**config.mk**
```make
export PLATFORM = sky130hd
export DESIGN_NAME = mips_dcache
export DESIGN_NICKNAME = d
export VERILOG_FILES = /design/src/rtl/mips_dcache.sv
export SDC_FILE = /design/constraint.sdc
export NUM_CORES = 2
export LEC_CHECK = 0
export BUFFER_PORTS_ARGS = -buffer_cell sky130_fd_sc_hd__buf_2
export CAP_MARGIN = 20
export CORE_MARGIN = 2
export CORE_UTILIZATION = 59
export DETAILED_ROUTE_END_ITERATION = 7
export GPL_TIMING_DRIVEN = 0
export PLACE_DENSITY = 0.76
export SLEW_MARGIN = 15
export SYNTH_ARGS = -nofsm -noshare
export SYNTH_HDL_FRONTEND = slang
export SYNTH_SLANG_ARGS = --single-unit
```
**constraint.sdc**
```tcl
create_clock -name clk -period 7.2 [get_ports clk]
set_clock_uncertainty 0.2 [all_clocks]
set_input_delay 0.36 -clock clk [delete_from_list [all_inputs] [get_ports clk]]
set_output_delay 0.36 -clock clk [all_outputs]
set_load 0.05 [all_outputs]
```
**src/rtl/mips_dcache.sv**
```systemverilog
// Direct-mapped, write-back, write-allocate data cache with one 32-bit word per line.
// Misses, evictions and the halt-time flush of dirty lines go through an mm_req/mm_ack handshake.
module mips_dcache #(
  parameter int INDEX_BITS = 4,
  localparam int TAG_BITS = 32 - INDEX_BITS - 2
) (
  input  logic            clk,
  input  logic            rst_b,
  input  logic            core_req,
  input  logic [31:0]     mem_addr,
  input  logic [3:0][7:0] mem_data_in,
  input  logic            mem_write_en,
  output logic [3:0][7:0] mem_data_out,
  output logic            core_stall,
  input  logic            flush_req,
  output logic            flush_done,
  output logic            mm_req,
  output logic            mm_we,
  output logic [31:0]     mm_addr,
  output logic [31:0]     mm_wdata,
  input  logic [31:0]     mm_rdata,
  input  logic            mm_ack,
  output logic [2:0]      dbg_state
);
  localparam int NUM_LINES = 1 << INDEX_BITS;

  typedef enum logic [2:0] {IDLE, WB, FILL, FLUSH_SCAN, FLUSH_WB, DONE} state_t;

  // Backing-memory handshake: mm_req rises with mm_we/mm_addr/mm_wdata already valid,
  // all four hold steady until the single-cycle mm_ack; fill data is taken in that ack cycle.
  logic [31:0]           data_q [NUM_LINES];
  logic [TAG_BITS-1:0]   tag_q  [NUM_LINES];
  logic [NUM_LINES-1:0]  valid_q, dirty_q;

  state_t                state, state_n;
  logic [INDEX_BITS:0]   cnt, cnt_n;
  logic [INDEX_BITS-1:0] req_idx, req_idx_n;
  logic [TAG_BITS-1:0]   req_tag, req_tag_n;
  logic                  mm_req_n, mm_we_n;
  logic [31:0]           mm_addr_n, mm_wdata_n;

  logic [INDEX_BITS-1:0] idx, scan_idx, clr_idx;
  logic [TAG_BITS-1:0]   tag;
  logic                  hit, store_we, fill_we, dirty_clr;
  logic                  addr_lsb_unused;

  assign idx             = mem_addr[INDEX_BITS+1:2];
  assign tag             = mem_addr[31:INDEX_BITS+2];
  assign addr_lsb_unused = ^mem_addr[1:0];
  assign hit             = core_req & valid_q[idx] & (tag_q[idx] == tag);
  assign scan_idx        = cnt[INDEX_BITS-1:0];
  assign mem_data_out    = (state == IDLE && hit) ? data_q[idx] : '0;
  assign flush_done      = (state == DONE);
  assign dbg_state       = state;

  always_comb begin
    state_n    = state;
    cnt_n      = cnt;
    req_idx_n  = req_idx;
    req_tag_n  = req_tag;
    mm_req_n   = mm_req;
    mm_we_n    = mm_we;
    mm_addr_n  = mm_addr;
    mm_wdata_n = mm_wdata;
    core_stall = 1'b1;
    store_we   = 1'b0;
    fill_we    = 1'b0;
    dirty_clr  = 1'b0;
    clr_idx    = req_idx;
    case (state)
      IDLE: begin
        core_stall = core_req & (flush_req | ~hit);
        if (flush_req) begin
          // A halted core's flush wins over any access presented alongside it.
          state_n = FLUSH_SCAN;
          cnt_n   = '0;
        end else if (hit) begin
          store_we = mem_write_en;
        end else if (core_req) begin
          req_idx_n = idx;
          req_tag_n = tag;
          mm_req_n  = 1'b1;
          if (valid_q[idx] & dirty_q[idx]) begin
            state_n    = WB;
            mm_we_n    = 1'b1;
            mm_addr_n  = {tag_q[idx], idx, 2'b00};
            mm_wdata_n = data_q[idx];
          end else begin
            state_n   = FILL;
            mm_we_n   = 1'b0;
            mm_addr_n = {tag, idx, 2'b00};
          end
        end
      end
      WB: if (mm_ack) begin
        dirty_clr = 1'b1;
        state_n   = FILL;
        mm_we_n   = 1'b0;
        mm_addr_n = {req_tag, req_idx, 2'b00};
      end
      FILL: if (mm_ack) begin
        fill_we  = 1'b1;
        state_n  = IDLE;
        mm_req_n = 1'b0;
      end
      FLUSH_SCAN: begin
        if (valid_q[scan_idx] & dirty_q[scan_idx]) begin
          state_n    = FLUSH_WB;
          mm_req_n   = 1'b1;
          mm_we_n    = 1'b1;
          mm_addr_n  = {tag_q[scan_idx], scan_idx, 2'b00};
          mm_wdata_n = data_q[scan_idx];
        end else begin
          cnt_n = cnt + 1'b1;
          if (cnt_n[INDEX_BITS]) state_n = DONE;
        end
      end
      FLUSH_WB: if (mm_ack) begin
        dirty_clr = 1'b1;
        clr_idx   = scan_idx;
        mm_req_n  = 1'b0;
        mm_we_n   = 1'b0;
        cnt_n     = cnt + 1'b1;
        state_n   = cnt_n[INDEX_BITS] ? DONE : FLUSH_SCAN;
      end
      DONE: if (!flush_req) state_n = IDLE;
      default: state_n = IDLE;
    endcase
  end

  always_ff @(posedge clk or posedge rst_b) begin
    if (rst_b) begin
      state    <= IDLE;
      cnt      <= '0;
      req_idx  <= '0;
      req_tag  <= '0;
      mm_req   <= 1'b0;
      mm_we    <= 1'b0;
      mm_addr  <= '0;
      mm_wdata <= '0;
      valid_q  <= '0;
      dirty_q  <= '0;
    end else begin
      state    <= state_n;
      cnt      <= cnt_n;
      req_idx  <= req_idx_n;
      req_tag  <= req_tag_n;
      mm_req   <= mm_req_n;
      mm_we    <= mm_we_n;
      mm_addr  <= mm_addr_n;
      mm_wdata <= mm_wdata_n;
      if (fill_we) begin
        valid_q[req_idx] <= 1'b1;
        dirty_q[req_idx] <= 1'b0;
      end
      if (store_we) dirty_q[idx] <= 1'b1;
      if (dirty_clr) dirty_q[clr_idx] <= 1'b0;
    end
  end

  // Line payload needs no reset: valid_q gates every use of it.
  always_ff @(posedge clk) begin
    if (fill_we) begin
      data_q[req_idx] <= mm_rdata;
      tag_q[req_idx]  <= req_tag;
    end
    if (store_we) data_q[idx] <= mem_data_in;
  end
endmodule

```
==> impl_metrics.csv <==
group,metric,value,unit
outcome,status,"finished, violations left",
outcome,failed_checks,"DRC",
setup_path,cp_slowest_cell,"clkbuf_1",
synth,async_reset_ff_share,12.6,%
placed_design,io_buffers,197,
final_layout,layout_commonest_cell,"edfxtp_1",
route,wl,182000,um
synth,synth-edff-count,928,
clocking,clockBufferDepth,3,
route,wl_per_cell,39.6,um
die,io_pins,205,
setup_path,cp.arrival,6.35,ns
clocking,path_clk_slew,0.07,ns
final_layout,area_growth,16.6,%
route,vias,34101,
die,core,85500,um2
clocking,worstSkewPairLatency,0.71,ns
timing,maxSlewViolCount,0,
setup_path,path_cells,"buf_2, buf_2, buf_4, buf_2, buf_2, clkbuf_1, clkbuf_1, clkbuf_1, mux4_2, mux4_2, nor2b_1, buf_2",
setup_path,reg2regPathDepth,11,
setup_path,worstPathRequired,6.64,ns
timing,clock.fmax,0.145,GHz
setup_path,r2r-start,"tag_q[11][18]$_DFFE_PP_",
setup_path,path_class,"input pin to output port",
setup_path,cp.depth,12,
clocking,cts_tree,"built",
setup_path,critPathLaunch,"mem_addr[3]",
global_route,overflow,0,
setup_path,path_common_cell,"buf_2",
timing,rsz0062_at_grt,"no",
setup_path,cp-endpoint,"mem_data_out[29]",
global_route,grt_start_max_net_pins,92,
die,die_x,298,um
final_layout,layout-drive-gt1-share,36.1,%
synth,yosys_warnings,0,
placed_design,gp_congestion,1.01,
clocking,cts-root-buf,"clkbuf_16",
global_route,gr-usage-met3,10.4,%
route,antenna_left,0,
final_layout,layout_common_cells,"928 x edfxtp_1, 509 x mux4_2, 254 x buf_2",
setup_path,critical-path-top-delay-family,"buffers and inverters",
timing,hold_ws,0.00488,ns
hold_path,worst_hold_path_type,"input pin to flop",
power_and_ir_drop,irDropWorstVdd,283,uV
clocking,htreeDepth,3,
setup_path,cp_slowest_stage_delay,0.85,ns
final_layout,layout.nets,3451,
synth,ys.flop_type,"edfxtp_1",
synth,yosysUniqueCellTypes,77,
global_route,grt_antenna_before_repair,5,
run,max_cap_violations,0,
final_layout,final_area,59600,um2
setup_path,critPathBufInv,9,
setup_path,r2r_end,"data_q[13][13]$_DFFE_PP_",
die,die_area,89000,um2
synth,syn_area,51100,um2
route,drt-initial-drc-count,5944,
route,drcViolationCount,3,
placed_design,postPlaceCellArea,55200,um2
timing,setup_violations,0,
timing,worst_pin_slew,1.26,ns
global_route,grt_pass1_wl,252000,um
global_route,grt_usage,41.0,%
global_route,grt.met1_usage,51.6,%
global_route,grt_pass1_vias,34292,
route,viasPerCell,7.43,
power_and_ir_drop,p_leak,20.6,nW
setup_path,critical_path.max_fanout,10,
placed_design,hpwl,122000,um
synth,syn_inst,2888,
global_route,use_met2,64.0,%
timing,max-slew-margin-rel,15.9,%
setup_path,rrSetupSlack,1.42,ns
global_route,busiest_layer,"met2",
timing,min_period,6.91,ns
synth,synth_area_per_cell,17.7,um2
timing,final_hold_viol_count,0,
clocking,clock_sinks,1062,
synth,yosysSeqAreaShare,61.1,%
die,die_h,298,um
timing,fin_crit_sh,96.0,%
synth,ys_seq_elements,1062,
die,start_util,59.7,%
route,firstDrtPassIters,8,
die,num_rows,107,
clocking,cts_inserted_buffers,107,
power_and_ir_drop,p_total,0.0199,W
power_and_ir_drop,p_per_area,334,nW/um2
setup_path,start_kind,"input pin",
setup_path,end_kind,"output port",
==> repair_timing <==
item / in CTS / in global routing
gates resized for setup: 0 / 0
hold buffers: 55 / 0
buffers inserted: 0 / 3
setup endpoints to repair: 0 / 7
endpoints found under the hold margin: 308 / 0
==> worst min path at each step <==
stage	from	to	slack, ns	cells past startpoint
after global placement	valid_q[6]$_DFFE_PP0P_	valid_q[6]$_DFFE_PP0P_	0.27	1
final	mem_data_in[1]	data_q[8][1]$_DFFE_PP_	0.005	2
after CTS	mm_rdata[10]	data_q[6][10]$_DFFE_PP_	0.0003	2
after floorplan	valid_q[10]$_DFFE_PP0P_	valid_q[10]$_DFFE_PP0P_	0.25	1
after global routing	mem_data_in[1]	data_q[4][1]$_DFFE_PP_	0.03	2
after detailed placement	rst_b	mm_wdata[24]$_DFFE_PP0P_	0.21	2
==> metal layers <==
metal	routed length, um	share of wire (%)	vias up
li1	-	-	12865
met5	0	0	-
met3	23300	13	721
met1	58800	32	17350
met2	85700	47	3165
met4	13800	7.6	0
==> flip-flops by register name (all words and copies together) (netlist names) <==
name       cells
tag_q        416
valid_q       16
mm_req         1
mm_addr       30
mm_we          1
req_tag       26
cnt            5
mm_wdata      32
data_q       512
dirty_q       16
req_idx        4
dbg_state      3
==> synthesized netlist by cell type, types with 21 or more instances <==
| cell | n | area share [%] |
|---|---|---|
| a211oi_1 | 21 | 0.31 |
| a21oi_1 | 72 | 0.71 |
| buf_1 | 53 | 0.39 |
| buf_2 | 34 | 0.33 |
| clkbuf_1 | 100 | 0.73 |
| dfrtp_1 | 134 | 6.6 |
| edfxtp_1 | 928 | 55 |
| inv_1 | 33 | 0.24 |
| mux2_2 | 144 | 3.2 |
| mux2i_1 | 143 | 2.8 |
| mux4_2 | 509 | 22 |
| nand2_1 | 203 | 1.5 |
| nand2b_1 | 29 | 0.36 |
| nand3_1 | 32 | 0.31 |
| nor2_1 | 76 | 0.56 |
| nor2b_1 | 44 | 0.54 |
| o21ai_0 | 80 | 0.78 |
| o22ai_1 | 43 | 0.53 |
==> worst reg2reg max path, stage by stage (launching register included) <==
cell	delay, ns
edfxtp_1	0.38
mux4_2	0.48
mux2i_1	0.39
a22o_1	0.23
o21ai_0	0.23
a2111oi_0	0.97
nand4b_1	0.33
nor3_4	0.57
buf_16	0.24
buf_4	0.30
mux2_2	0.38
dlygate4sd3_1	0.76
==> stage by stage <==
stage / std cells / setup slack, ns / TNS [ns] / util, %
2_1_floorplan: 2889 / 0.244 / 0 / -
3_3_place_gp: 4230 / -6.65 / -2820.23 / 62.6
3_5_place_dp: 4306 / -0.432 / -57.81 / 64.5
4_1_cts: 4564 / 0.0992 / 0 / 69.3
5_1_grt: 4586 / 0.381 / 0 / 69.7
6_report: 4589 / 0.290 / 0 / 69.7
==> cells by family (layout without fill, tap and decap cells) <==
family                   Yosys count  after routing  share of synthesized area (%)
XOR/XNOR                          29             29                          0.497
AO/OA/AOI/OAI                    303            303                           3.72
flip-flops                      1062           1062                           61.1
other                              1              5                        0.00734
AND/OR/NAND/NOR                  447            447                           4.09
buffers and inverters            243            796                           2.03
multiplexers                     802            802                           28.5
adder cells (fa/ha/maj)            1              1                         0.0245
==> final cells by class <==
cell class	instances	area, um2
antenna	3	7.51
buffer	207	938
clock buffer	147	2960
clock inverter	56	643
fill	5393	26000
inverter	36	143
multi-input combinational	1584	19100
sequential	1062	31200
tap	1144	1430
timing repair buffer	350	3200
==> report_power, final <==
part	switching (W)	internal (W)	total, W
Clock	0.00248	0.00329	0.00577
Sequential	0.000601	0.00757	0.00817
Combinational	0.00371	0.00225	0.00597
Note: power is estimated with default switching activity, not from simulation.
